==> config.mk <==
export PLATFORM = sky130hd
export DESIGN_NAME = id_stage
export DESIGN_NICKNAME = d
export VERILOG_FILES = /design/src/rtl/id_stage_pkg.sv /design/src/rtl/id_stage_hazard.sv /design/src/rtl/id_stage.sv
export SDC_FILE = /design/constraint.sdc
export NUM_CORES = 1
export LEC_CHECK = 0
export BUFFER_PORTS_ARGS = -buffer_cell sky130_fd_sc_hd__buf_4
export CELL_PAD_IN_SITES_DETAIL_PLACEMENT = 1
export CELL_PAD_IN_SITES_GLOBAL_PLACEMENT = 1
export CORE_UTILIZATION = 33
export DETAILED_ROUTE_END_ITERATION = 8
export MAX_ROUTING_LAYER = met4
export PLACE_DENSITY = 0.76
export SLEW_MARGIN = 20
export SYNTH_ARGS = -nofsm -noshare
export SYNTH_HDL_FRONTEND = slang
export SYNTH_SLANG_ARGS = --single-unit
==> constraint.sdc <==
create_clock -name clk -period 1.8 [get_ports clk]
set_input_delay 0.18 -clock clk [delete_from_list [all_inputs] [get_ports clk]]
set_output_delay 0.18 -clock clk [all_outputs]
set_load 0.02 [all_outputs]
==> src/rtl/id_stage_pkg.sv <==
// Shared constants for the instruction-decode stage: widths, opcode values,
// instruction field positions and the per-opcode control decode.
package id_stage_pkg;

    localparam int DSIZE  = 16;
    localparam int ASIZE  = 4;
    localparam int OPSIZE = 4;

    // Instruction field bit positions: [15:12] op, [11:8] rd, [7:4] rs, [3:0] rt/imm4
    localparam int OP_MSB = 15;
    localparam int OP_LSB = 12;
    localparam int RD_MSB = 11;
    localparam int RD_LSB = 8;
    localparam int RS_MSB = 7;
    localparam int RS_LSB = 4;
    localparam int RT_MSB = 3;
    localparam int RT_LSB = 0;

    localparam logic [3:0] OP_ADD  = 4'd0;
    localparam logic [3:0] OP_SUB  = 4'd1;
    localparam logic [3:0] OP_AND  = 4'd2;
    localparam logic [3:0] OP_OR   = 4'd3;
    localparam logic [3:0] OP_SLT  = 4'd4;
    localparam logic [3:0] OP_ADDI = 4'd5;
    localparam logic [3:0] OP_LW   = 4'd6;
    localparam logic [3:0] OP_SW   = 4'd7;
    localparam logic [3:0] OP_BEQ  = 4'd8;
    localparam logic [3:0] OP_NOP  = 4'd15;

    // Opcode value loaded into ID/EX whenever a bubble is inserted
    localparam logic [3:0] BUBBLE_OP = 4'hF;

    // Control bits derived from the opcode alone
    typedef struct packed {
        logic use_rs;    // reads rs through port 1
        logic use_rt;    // reads a second register through port 2
        logic rt_is_rd;  // second source is [11:8] (SW data, BEQ compare)
        logic wen;       // writes the register file
        logic memrd;     // load
        logic memwr;     // store
        logic illegal;   // reserved opcode 9..14
    } decode_t;

    function automatic decode_t decode_op(input logic [3:0] op);
        decode_t d;
        d = '0;
        case (op)
            OP_ADD, OP_SUB, OP_AND, OP_OR, OP_SLT: begin
                d.use_rs = 1'b1;
                d.use_rt = 1'b1;
                d.wen    = 1'b1;
            end
            OP_ADDI: begin
                d.use_rs = 1'b1;
                d.wen    = 1'b1;
            end
            OP_LW: begin
                d.use_rs = 1'b1;
                d.wen    = 1'b1;
                d.memrd  = 1'b1;
            end
            OP_SW: begin
                d.use_rs   = 1'b1;
                d.use_rt   = 1'b1;
                d.rt_is_rd = 1'b1;
                d.memwr    = 1'b1;
            end
            OP_BEQ: begin
                d.use_rs   = 1'b1;
                d.use_rt   = 1'b1;
                d.rt_is_rd = 1'b1;
            end
            OP_NOP: begin
                d = '0;
            end
            default: begin
                d.illegal = 1'b1;
            end
        endcase
        return d;
    endfunction

endpackage

==> src/rtl/id_stage_hazard.sv <==
// Load-use hazard detector: flags an instruction in ID that reads the
// destination of a load currently sitting in ID/EX. Purely combinational.
module id_hazard #(
    parameter int ASIZE = 4
) (
    input  logic [ASIZE-1:0] rs,
    input  logic [ASIZE-1:0] rt_field,
    input  logic             use_rs,
    input  logic             use_rt,
    input  logic             ex_valid,
    input  logic             ex_memrd,
    input  logic [ASIZE-1:0] ex_rd,
    output logic             haz
);

    // Compare the load destination with every source the ID instruction reads
    always_comb begin
        haz = ex_valid & ex_memrd &
              ((use_rs & (ex_rd == rs)) | (use_rt & (ex_rd == rt_field)));
    end

endmodule

==> src/rtl/id_stage.sv <==
// Instruction-decode stage: drives register-file read addresses, decodes the
// opcode, sign-extends imm4, stalls on load-use hazards and owns the ID/EX
// pipeline register. Optional stall counter enabled by IDSTG_STALL_CNT_EN.
module id_stage #(
    parameter int DSIZE  = id_stage_pkg::DSIZE,
    parameter int ASIZE  = id_stage_pkg::ASIZE,
    parameter int OPSIZE = id_stage_pkg::OPSIZE
) (
    input  logic              clk,
    input  logic              rst,
    input  logic              id_valid,
    input  logic [15:0]       id_instr,
    output logic [ASIZE-1:0]  raddr1,
    output logic [ASIZE-1:0]  raddr2,
    input  logic [DSIZE-1:0]  rdata1,
    input  logic [DSIZE-1:0]  rdata2,
    input  logic              ex_flush,
    output logic              id_stall,
    output logic              ex_valid,
    output logic [OPSIZE-1:0] ex_op,
    output logic [ASIZE-1:0]  ex_rd,
    output logic [DSIZE-1:0]  ex_a,
    output logic [DSIZE-1:0]  ex_b,
    output logic [DSIZE-1:0]  ex_imm,
    output logic              ex_wen,
    output logic              ex_memrd,
    output logic              ex_memwr,
    output logic              ex_illegal
`ifdef IDSTG_STALL_CNT_EN
    ,
    output logic [15:0]       stall_cnt
`endif
);

    import id_stage_pkg::*;

    logic [OPSIZE-1:0] op_s;
    logic [ASIZE-1:0]  rd_field_s;
    logic [ASIZE-1:0]  rs_field_s;
    logic [ASIZE-1:0]  rt_field_s;
    logic [DSIZE-1:0]  imm_s;
    decode_t           dec_s;
    logic              use_rs_s;
    logic              use_rt_s;
    logic              haz_s;

    assign op_s       = id_instr[OP_MSB:OP_LSB];
    assign rd_field_s = id_instr[RD_MSB:RD_LSB];
    assign rs_field_s = id_instr[RS_MSB:RS_LSB];
    assign imm_s      = {{(DSIZE-4){id_instr[RT_MSB]}}, id_instr[RT_MSB:RT_LSB]};

    // Opcode decode into control bits
    always_comb begin
        dec_s = decode_op(op_s);
    end

    // Second read port takes [11:8] for SW/BEQ, [3:0] for everything else
    always_comb begin
        if (dec_s.rt_is_rd) begin
            rt_field_s = rd_field_s;
        end else begin
            rt_field_s = id_instr[RT_MSB:RT_LSB];
        end
    end

    assign raddr1 = rs_field_s;
    assign raddr2 = rt_field_s;

    // An empty IF/ID slot reads nothing, so it can never create a hazard
    assign use_rs_s = id_valid & dec_s.use_rs;
    assign use_rt_s = id_valid & dec_s.use_rt;

    id_hazard #(
        .ASIZE (ASIZE)
    ) u_hazard (
        .rs       (rs_field_s),
        .rt_field (rt_field_s),
        .use_rs   (use_rs_s),
        .use_rt   (use_rt_s),
        .ex_valid (ex_valid),
        .ex_memrd (ex_memrd),
        .ex_rd    (ex_rd),
        .haz      (haz_s)
    );

    // A flush kills the ID instruction anyway, so there is nothing to hold
    assign id_stall = haz_s & ~ex_flush;

    // ID/EX register: reset > flush > hazard bubble > empty slot > load
    always_ff @(posedge clk or negedge rst) begin
        if (!rst) begin
            ex_valid   <= 1'b0;
            ex_op      <= BUBBLE_OP;
            ex_rd      <= '0;
            ex_a       <= '0;
            ex_b       <= '0;
            ex_imm     <= '0;
            ex_wen     <= 1'b0;
            ex_memrd   <= 1'b0;
            ex_memwr   <= 1'b0;
            ex_illegal <= 1'b0;
        end else if (ex_flush || haz_s || !id_valid) begin
            // bubble: data fields are held, only the control view is cleared
            ex_valid   <= 1'b0;
            ex_op      <= BUBBLE_OP;
            ex_wen     <= 1'b0;
            ex_memrd   <= 1'b0;
            ex_memwr   <= 1'b0;
            ex_illegal <= 1'b0;
        end else begin
            ex_valid   <= 1'b1;
            ex_op      <= op_s;
            ex_rd      <= rd_field_s;
            ex_a       <= rdata1;
            ex_b       <= rdata2;
            ex_imm     <= imm_s;
            ex_wen     <= dec_s.wen;
            ex_memrd   <= dec_s.memrd;
            ex_memwr   <= dec_s.memwr;
            ex_illegal <= dec_s.illegal;
        end
    end

`ifdef IDSTG_STALL_CNT_EN
    // Saturating count of cycles in which IF was held for a load-use hazard
    always_ff @(posedge clk or negedge rst) begin
        if (!rst) begin
            stall_cnt <= 16'h0000;
        end else if (id_stall && (stall_cnt != 16'hFFFF)) begin
            stall_cnt <= stall_cnt + 16'h0001;
        end else begin
            stall_cnt <= stall_cnt;
        end
    end
`endif

endmodule
==> flow_summary_export.csv <==
group,metric,value,unit
logic_synthesis,ys_ff_latch,49,
sta,hold_viol_final,0,
logic_synthesis,synthAdderAreaFrac,0,%
job,drv_cap,0,
finish,ff_latch_area,0.001234,mm2
critical_path,rrSetupSlack,-190,ps
finish,design.final.nets,556,
cts,h-tree-depth,2,
pwr,pwr-share-clk,23.3,%
logic_synthesis,yosysUniqueCellTypes,53,
critical_path,r2r_cells,9,
floorplan,ios,122,
cts,cts_inserted_buffers,5,
pwr,powerDensity,766.9,mW/mm2
pwr,internal_power,0.002587,W
logic_synthesis,yosys.area_share.simple,23.38,%
critical_path,reg2reg_from,"ex_rd[0]$_DFFE_PN0N_",
logic_synthesis,async_reset_ff_share,100.0,%
pwr,switching_share,36.78,%
sta,rsz0062_at_grt,"yes",
pwr,irDropWorstVdd,0.3784,mV
logic_synthesis,yosysSeqAreaShare,37.47,%
logic_synthesis,synthMuxAreaShare,0,%
worst_hold_path,hold_path_depth,3,
critical_path,critPathKind,"in2out",
route,via_count,3706,
cts,cts.sinks,49,
critical_path,cp_top_family,"compound AO/OA/AOI/OAI gates",
sta,final-setup-viol-count,49,
global_routing,grt_pass1_wl,20.02,mm
sta,fin_crit,2002,ps
cts,worstSkewPairLatency,310,ps
sta,post-route-period-util,111.2,%
place,dp_hpwl,8.439,mm
sta,clock_skew,10.98,ps
worst_hold_path,hold_start,"rdata2[5]",
route,top_layer,"met4",
critical_path,crit_top_cell,"buf_4",
critical_path,path_depth,9,
place,portBuffers,121,
outcome,status,"complete, but fails checks",
global_routing,grt_overflow_total,0,
finish,fin_area,0.005335,mm2
sta,final.setup.worst_slack,-201.9,ps
pwr,leakagePower,2.218,nW
floorplan,fp.dieArea,0.01036,mm2
critical_path,cp_cell_sequence,"buf_4 > buf_4 > nor4bb_1 > o21a_1 > o31a_4 > o211a_4 > a21oi_4 > nor3_4 > buf_6",
pwr,p_seq_share,34.9,%
critical_path,end_kind,"primary output",
logic_synthesis,synthesis.instances,358,
route,drtIter0Drc,184,
cts,cts.root.buffer_cell,"clkbuf_8",
critical_path,critPathMaxStageDelay,370,ps
sta,timing.hold.ws,102.5,ps
finish,postLayoutCoreUtil,54.84,%
sta,tns,-5637,ps
route,met3_length,357,um
finish,multi_input_comb_area,0.002090,mm2
worst_hold_path,hp-class,"in2reg",
route,routedWlPerCell,20.27,um
sta,fmax,499.5,MHz
critical_path,cp_max_fo,9,
cts,clk_path_buf_depth,2,
logic_synthesis,synth-compound-area-share,26.81,%
finish,antenna_cells,0,
finish,n_fill_cell,1104,
finish,layout-drive-gt1-share,54.65,%
pwr,p_switching,0.001505,W
place,dpl-instance-area,0.004607,mm2
logic_synthesis,synth_nets,410,
global_routing,track_usage,25.53,%
logic_synthesis,synth_edf_count,0,
sta,worst_slew_pin_slew,676.4,ps
critical_path,path_buf_inv,3,
place,gp_congestion,0.9184,
global_routing,grt_max_degree,50,
route,wl_met1,5.442,mm
floorplan,initial_utilization,33.77,%
pwr,comb_power_share,41.8,%
floorplan,rows,36,
global_routing,grt_pass1_vias,3929,
critical_path,startpoint_type,"primary input",
sta,slew_violations,0,
route,viasPerCell,5.809,
route,drt_pre_antenna_iters,4,
logic_synthesis,syn_area,0.003286,mm2
route,drt-total-wl,12.93,mm
floorplan,die-height,101.8,um
outcome,failed_checks,"setup timing",
sta,relSlewSlack,54.91,%
route,wl_met2,6.896,mm
critical_path,crit_slowest_cell,"o31a_4",
cts,clkSlewWorstSetupHoldPaths,100,ps
logic_synthesis,yosys_warnings,0,
critical_path,r2r-end,"ex_imm[2]$_DFFE_PN0N_",
logic_synthesis,synth_flop_cell,"dfrtp_1",
critical_path,crit_arrival,1820,ps
logic_synthesis,synth_xor_area_share,1.333,%
critical_path,required,1620,ps
finish,area_growth,62.38,%
floorplan,design.core.area,0.009729,mm2
worst_hold_path,whs_endpoint,"ex_b[5]$_DFFE_PN0N_",
cts,cts_tree,"done",
logic_synthesis,synth_top_family_by_area,"compound AO/OA/AOI/OAI gates",
route,drt.antenna.violating_nets,0,
global_routing,antenna_found_initial,0,
floorplan,dieWidth,101.8,um
route,drcViolationCount,0,
logic_synthesis,syn_area_per_cell,9.178,um2
power by group through the flow:
stage	combinational (W)	clock, W	sequential (W)
finish	0.00171	0.000954	0.00143
global route	0.00181	0.00102	0.00145
CTS	0.00167	0.000971	0.00141
detailed placement	0.00151	0	0.00143
global placement	0.00147	0	0.00142
floorplan	0.000666	0	0.00158
cell type report:
class,instances,area share (%)
repair buffers,193,31.73
clock inverters,3,1.220
clock buffers,5,1.290
well taps,133,3.119
flip-flops and latches,49,23.12
inverters,5,0.3518
multi-input cells,250,39.17
flip-flops by register name, summed over array words and instances (netlist names):
name / cells
ex_imm: 4
ex_valid: 1
ex_op: 4
ex_memrd: 1
ex_rd: 4
ex_wen: 1
ex_illegal: 1
ex_memwr: 1
ex_a: 16
ex_b: 16
metrics by stage:
stage	cells	total power [W]	worst slack [ps]
3_5_place_dp	610	0.002931	-371.2
4_1_cts	641	0.004058	-185.5
3_3_place_gp	610	0.002890	-309.4
2_1_floorplan	358	0.002243	-118.8
6_report	638	0.004091	-201.9
5_1_grt	638	0.004276	-283.2
metal layers:
layer	vias to the layer above	GRT usage, %
li1	1699	-
met1	1892	30.54
met2	93	45.11
met3	22	2.692
met4	0	7.358
met5	-	-
repair_timing:
| item | CTS | global route |
|---|---|---|
| endpoints found under the setup margin | 45 | 49 |
| gates cloned | 6 | 0 |
| setup buffers | 16 | 2 |
| hold buffers | 1 | 0 |
| gates resized for setup | 60 | 26 |
| hold endpoints to repair | 45 | 0 |
| pin swaps | 35 | 38 |
layout by cell type, fill, tap and decap left out, drive strengths merged, types with 2 or more instances in the layout:
cell type | netlist | layout
dfstp | 4 | 4
nand4 | 39 | 39
nand3 | 39 | 39
a211oi | 2 | 2
a31o | 2 | 2
o21a | 2 | 2
a21bo | 2 | 2
o2111a | 2 | 2
dfrtp | 45 | 45
and2 | 3 | 3
xnor2 | 5 | 5
clkbuf | 14 | 5
nor2b | 2 | 2
a311o | 2 | 2
buf | 41 | 192
or4b | 2 | 2
o31ai | 3 | 3
nand2b | 5 | 5
inv | 5 | 5
nor3 | 10 | 10
a22oi | 37 | 37
a22o | 2 | 2
nand3b | 2 | 2
a21oi | 3 | 3
nand4bb | 2 | 2
nor2 | 11 | 12
o211ai | 39 | 39
nand2 | 8 | 8
nor4bb | 2 | 2
a31oi | 4 | 4
o2111ai | 5 | 5
bufinv | 0 | 2
nand4b | 2 | 2
worst register-to-register path, delay by kind of cell (launching register included):
kind            cells  cell delay, ps
compound gates      3             510
xor+xnor            1             110
buf+inv             4             610
flops               1             440
simple gates        1             210
cells by family after synthesis:
| group | after synthesis |
|---|---|
| flops | 49 |
| buf+inv | 60 |
| simple gates | 132 |
| compound gates | 112 |
| xor+xnor | 5 |
worst max-delay path by stage:
stage	from	endpoint
3_3_place_gp	id_instr[13]	id_stall
6_report	id_instr[13]	id_stall
5_1_grt	id_instr[13]	id_stall
2_1_floorplan	id_instr[15]	id_stall
3_5_place_dp	id_instr[13]	ex_a[12]$_DFFE_PN0N_
4_1_cts	id_instr[13]	id_stall
cell usage after synthesis (all sizes together), types with 2 or more instances:
| cell | n | share of area, % |
|---|---|---|
| o31ai | 3 | 0.99 |
| nor3 | 10 | 1.5 |
| o2111ai | 5 | 1.3 |
| buf | 41 | 8.8 |
| a21oi | 3 | 0.57 |
| xnor2 | 5 | 1.3 |
| a31o | 2 | 0.53 |
| or4b | 2 | 0.61 |
| nand4bb | 2 | 0.69 |
| nand3 | 39 | 5.9 |
| o21a | 2 | 0.46 |
| nor4bb | 2 | 0.61 |
| nand2 | 8 | 0.99 |
| nand4b | 2 | 0.53 |
| a21bo | 2 | 0.61 |
| clkbuf | 14 | 1.6 |
| o2111a | 2 | 0.69 |
| a211oi | 2 | 0.46 |
| nand2b | 5 | 0.95 |
| inv | 5 | 0.57 |
| o211ai | 39 | 9.1 |
| nor2 | 11 | 1.3 |
| dfstp | 4 | 3.2 |
| a31oi | 4 | 0.76 |
| dfrtp | 45 | 34 |
| nand3b | 2 | 0.46 |
| nand4 | 39 | 7.4 |
| nor2b | 2 | 0.38 |
| a311o | 2 | 0.61 |
| and2 | 3 | 0.57 |
| a22o | 2 | 0.53 |
| a22oi | 37 | 8.5 |
(Power assumes the default switching activity.)
